<file path="src/rtl/configs_loader.sv">
// configs_loader: streams NUM_WORDS configuration words into an external
// latch array. Each word is accepted on a valid/ready handshake, placed on
// io_d_out, and latched by a single registered one-hot enable pulse that is
// framed by one setup cycle before and one hold cycle after it.
//
// Optional feature macro: CONFIGS_LOADER_CHECKSUM_EN
//   defined   -> words are XOR-accumulated and one trailing checksum word is
//                accepted in CHECK; a mismatch sets the sticky io_err flag.
//   undefined -> no CHECK state, no accumulator, io_err tied low.

module configs_loader #(
    parameter int NUM_WORDS = 46,
    parameter int WORD_W    = 32
) (
    input  logic                 clk,
    input  logic                 reset,
    input  logic                 io_start,
    input  logic [WORD_W-1:0]    io_word_in,
    input  logic                 io_word_valid,
    output logic                 io_word_ready,
    output logic [WORD_W-1:0]    io_d_out,
    output logic [NUM_WORDS-1:0] io_configs_en,
    output logic                 io_busy,
    output logic                 io_done,
    output logic                 io_err
);

    localparam int               IDX_W    = (NUM_WORDS > 1) ? $clog2(NUM_WORDS) : 1;
    localparam logic [IDX_W-1:0] LAST_IDX = IDX_W'(NUM_WORDS - 1);

    localparam logic [2:0] S_IDLE   = 3'd0;
    localparam logic [2:0] S_WAIT   = 3'd1;
    localparam logic [2:0] S_SETUP  = 3'd2;
    localparam logic [2:0] S_STROBE = 3'd3;
    localparam logic [2:0] S_HOLD   = 3'd4;
`ifdef CONFIGS_LOADER_CHECKSUM_EN
    localparam logic [2:0] S_CHECK  = 3'd5;
`endif
    localparam logic [2:0] S_DONE   = 3'd6;

    logic [2:0]           state_q, state_d;
    logic [IDX_W-1:0]     idx_q, idx_d;
    logic [WORD_W-1:0]    d_out_q, d_out_d;
    logic [NUM_WORDS-1:0] en_q, en_d;
    logic                 accept;

    // Ready is a pure state decode so reset drops it immediately.
`ifdef CONFIGS_LOADER_CHECKSUM_EN
    assign io_word_ready = (state_q == S_WAIT) || (state_q == S_CHECK);
`else
    assign io_word_ready = (state_q == S_WAIT);
`endif

    assign accept        = io_word_valid & io_word_ready;
    assign io_busy       = (state_q != S_IDLE);
    assign io_done       = (state_q == S_DONE);
    assign io_d_out      = d_out_q;
    assign io_configs_en = en_q;

    // Next-state logic for the load sequencer, data register and strobe.
    always_comb begin
        // NOTE: every variable gets a default here so no path leaves it
        // unassigned; otherwise synthesis would infer a latch.
        state_d = state_q;
        idx_d   = idx_q;
        d_out_d = d_out_q;
        en_d    = '0;

        case (state_q)
            S_IDLE: begin
                if (io_start) begin
                    idx_d   = '0;
                    state_d = S_WAIT;
                end
            end
            S_WAIT: begin
                if (accept) begin
                    d_out_d = io_word_in;
                    state_d = S_SETUP;
                end
            end
            S_SETUP: begin
                // Enable is registered, so it goes high exactly in STROBE.
                en_d[idx_q] = 1'b1;
                state_d     = S_STROBE;
            end
            S_STROBE: begin
                state_d = S_HOLD;
            end
            S_HOLD: begin
                if (idx_q == LAST_IDX) begin
`ifdef CONFIGS_LOADER_CHECKSUM_EN
                    state_d = S_CHECK;
`else
                    state_d = S_DONE;
`endif
                end else begin
                    idx_d   = idx_q + 1'b1;
                    state_d = S_WAIT;
                end
            end
`ifdef CONFIGS_LOADER_CHECKSUM_EN
            S_CHECK: begin
                if (accept) begin
                    state_d = S_DONE;
                end
            end
`endif
            S_DONE: begin
                state_d = S_IDLE;
            end
            default: begin
                state_d = S_IDLE;
            end
        endcase
    end

    // Sequencer state registers; reset abandons any partial load at once.
    always_ff @(posedge clk or posedge reset) begin
        // NOTE: non-blocking assignments keep every register updating from
        // the pre-edge values, matching real flip-flop behaviour.
        if (reset) begin
            state_q <= S_IDLE;
            idx_q   <= '0;
            d_out_q <= '0;
            en_q    <= '0;
        end else begin
            state_q <= state_d;
            idx_q   <= idx_d;
            d_out_q <= d_out_d;
            en_q    <= en_d;
        end
    end

`ifdef CONFIGS_LOADER_CHECKSUM_EN
    logic [WORD_W-1:0] acc_q;
    logic              err_q;

    // XOR accumulator over accepted data words and sticky checksum error.
    always_ff @(posedge clk or posedge reset) begin
        if (reset) begin
            acc_q <= '0;
            err_q <= 1'b0;
        end else if ((state_q == S_IDLE) && io_start) begin
            acc_q <= '0;
            err_q <= 1'b0;
        end else if ((state_q == S_WAIT) && accept) begin
            acc_q <= acc_q ^ io_word_in;
        end else if ((state_q == S_CHECK) && accept && (io_word_in != acc_q)) begin
            err_q <= 1'b1;
        end
    end

    assign io_err = err_q;
`else
    assign io_err = 1'b0;
`endif

endmodule

</file>
<file path="config.mk">
export PLATFORM = sky130hd
export DESIGN_NAME = configs_loader
export DESIGN_NICKNAME = d
export VERILOG_FILES = /design/src/rtl/configs_loader.sv
export SDC_FILE = /design/constraint.sdc
export NUM_CORES = 1
export LEC_CHECK = 0
export CORE_AREA = 3 3 95 97
export DETAILED_ROUTE_END_ITERATION = 10
export DIE_AREA = 0 0 98 100
export GPL_TIMING_DRIVEN = 0
export PLACE_DENSITY = 0.83
export SLEW_MARGIN = 20
export SYNTH_ARGS = -nofsm -noshare
export SYNTH_HDL_FRONTEND = slang
export SYNTH_SLANG_ARGS = --single-unit
export TNS_END_PERCENT = 50
</file>
<file path="constraint.sdc">
create_clock -name clk -period 2.46 [get_ports clk]
set_input_delay 0.246 -clock clk [delete_from_list [all_inputs] [get_ports clk]]
set_output_delay 0.246 -clock clk [all_outputs]
set_load 0.005 [all_outputs]
</file>
==> run summary <==
Setup tns final -> 0 ns
PortBufs -> 116
VDD IR-drop max -> 0.0005679 V
Max Cap Viol -> 0
Total clock sinks -> 87
Synth Area in XOR/XNOR -> 0%
CTS Hold Bufs -> 0
Non-Filler Instances -> 493
Simple-gate area share of the yosys netlist -> 14.98%
Mux contribution to synthesized area -> 11.37%
Critical path peak fanout -> 10
Final Max Slew Viols -> 0
Crit path capture type -> output port
Area Overhead vs Synth -> 47.02%
Overall routing resource usage -> 15.21%
Placed cells -> 477
Final Hold Fails -> 0
Adder-cell share of the synthesized area -> 0.7683%
Number of cells on the critical path -> 3
Fin crit period -> 2.096 ns
Number of enable flip-flop cells after synthesis -> 0
Worst hold path class -> input pin to async pin
H-tree levels -> 3
Relative slew slack -> 58.45%
RSZ-0062 raised after global routing -> false
Die height -> 100 um
Remaining antenna violation count -> 0
CP startpoint kind -> flip-flop
Synth async-reset ratio -> 100.0%
CP peak stage delay -> 0.46 ns
CTS clk-pin slew, worst paths -> 0.09 ns
Syn Nets -> 292
DIE WIDTH -> 98 um
Setup slack, reg-to-reg -> 0.66 ns
Post-CTS setup buffer count -> 0
Via count -> 2,350
Final Cycle Share -> 85.19%
Vias in the first global route -> 2,379
Pre-CTS worst setup slack -> 0.3670 ns
Drt drc -> 0
PostCTS Resize Cnt -> 0
Post-DP HPWL -> 5.380 mm
Pwr dens -> 907.1 mW/mm2
Initial Utilization -> 39.64%
Cts bufs inserted -> 9
Synth Instances -> 254
Vias per cell -> 4.767
Sequential fraction of the synthesis area -> 66.85%
Router iterations before antenna repair -> 4
Pleak -> 0.002030 uW
Crit-path cells -> clkbuf_1, or3_1, clkdlybuf4s50_1
Routed WL -> 7.005 mm
R2r worst-path depth -> 4
Skew-Pair Late Insertion Delay -> 0.34 ns
Hold slack final -> 0.3259 ns
Top delay family on crit path -> buffers and inverters
Status -> finished, final reports clean
Number of distinct library cells after synthesis -> 38
Critical path arrival -> 1.85 ns
Worst Skew -> 0.01148 ns
FP Rows -> 33
Initial drt markers -> 134
Worst path required time -> 2.21 ns
Pin slew with the least headroom to its limit -> 0.6220 ns
Flop and latch count out of synthesis -> 87
Synthesized cell area -> 0.003257 mm2
Die ar. -> 0.009800 mm2
Synth warn -> 0
Bufs and invs on worst path -> 2
Avg Cell Area, Syn -> 12.82 um2
Largest net degree at the start of global routing -> 31
Share of layout cells above drive strength 1 -> 17.01%
Overflow after GRT -> 0
Fin nets -> 421
Critical-path top delay cell -> clkdlybuf4s50_1
Drt wl/cell -> 14.21 um
GPL Wtd Cong -> 0.9103
Top FF cell, synth -> dfrtp_1
Crit Path Class -> flip-flop to output port
Global-route wire length before repair -> 11.72 mm
Fin util -> 58.28%
Final setup fails -> 0
CTS tree -> done
F_max -> 477.2 MHz
CORE AREA -> 0.008217 mm2
Initial antenna violation count -> 0
N_diodes -> 0
Final setup margin -> 0.3642 ns
Ports -> 118
Root Driver -> clkbuf_8
CTS Buffer Depth -> 2
Largest family of logic cells by synthesized area -> simple AND/OR/NAND/NOR gates
Compound-cell area share of the yosys netlist -> 3.381%
where the power goes:
part | total [uW] | leakage [uW] | internal [uW] | switching (uW)
Clock | 970 | 0.0000933 | 475 | 495
Sequential | 1910 | 0.00114 | 1740 | 172
Combinational | 1460 | 0.000795 | 935 | 526
Total | 4340 | 0.00203 | 3150 | 1190
worst reg2reg max path, stage by stage, from the launching register on:
cell,delay [ns]
dfrtp_1,0.45
nor4bb_1,0.28
clkbuf_1,0.27
buf_2,0.30
mux2_2,0.37
flip-flops by register name, summed over array words and instances, names as in the netlist:
register and cells:
state_q 3, io_configs_en 46, idx_q 6, io_d_out 32
layout make-up:
type / count / area, um2
buffer: 16 / 71.32
clock inverter: 6 / 67.56
clock buffer: 10 / 127.6
fill: 672 / 3428
inverter: 3 / 15.01
timing repair buffer: 118 / 1201
sequential: 87 / 2177
tap: 105 / 131.4
multi-input combinational: 148 / 997.2
through the flow:
step                instance area (um2)  total power [uW]
detailed placement                 4593              3431
CTS                                4788              4419
finish                             4788              4344
global placement                   4553              3360
global route                       4788              4633
floorplan                          3261              2592
layout by cell type (no fill, tap or decap), drive strengths merged, types with 2 or more instances in the layout:
cell type / instances
a211oi: 3
o21ai: 6
nor3b: 2
clkbuf: 19
ha: 2
o22ai: 2
nand3b: 2
or4b: 3
mux2: 32
dfrtp: 87
a21oi: 2
clkinvlp: 3
nor2b: 3
nor2: 51
clkdlybuf4s50: 116
buf: 9
nand2: 13
nand3: 7
nor3: 2
or3: 2
inv: 4
final timing paths:
path                                 from           endpoint
setup / recovery               state_q[2]            io_busy
hold / removal                      reset  io_configs_en[38]
setup reg to reg               state_q[2]        io_d_out[8]
hold reg to reg              io_d_out[31]       io_d_out[31]
max in group asynchronous           reset       io_d_out[18]
min in group clk           io_word_in[28]       io_d_out[28]
logic make-up (layout without fill, tap and decap cells):
| logic type | Yosys count | count (layout) |
|---|---|---|
| adders and majority gates | 2 | 2 |
| DFF | 87 | 87 |
| muxes | 33 | 33 |
| other | 1 | 1 |
| AOI/OAI and AO/OA | 17 | 17 |
| and+or+nand+nor | 95 | 95 |
| buffers and inverters | 19 | 153 |
routing by layer:
metal	global-route usage, %	share of wire, %	vias to the layer above
li1	-	-	1108
met1	18.59	41	1141
met2	26.18	50	94
met3	4.587	8.1	7
met4	4.473	1.1	0
met5	0	0	-
cells in the mapped netlist, types with 2 or more instances:
master	n	area share, %
a211oi_1	3	0.69
a21oi_1	2	0.31
buf_2	6	0.92
clkbuf_1	9	1.0
dfrtp_1	87	67
ha_1	2	0.77
inv_1	3	0.35
mux2_2	32	11
nand2_1	13	1.5
nand3_1	7	1.1
nand3b_1	2	0.46
nor2_1	51	5.9
nor2b_1	3	0.58
nor3_1	2	0.31
o21ai_0	6	0.92
o22ai_1	2	0.38
or3_1	2	0.38
or4b_2	2	0.61
Note: power is estimated with default switching activity, not from simulation.
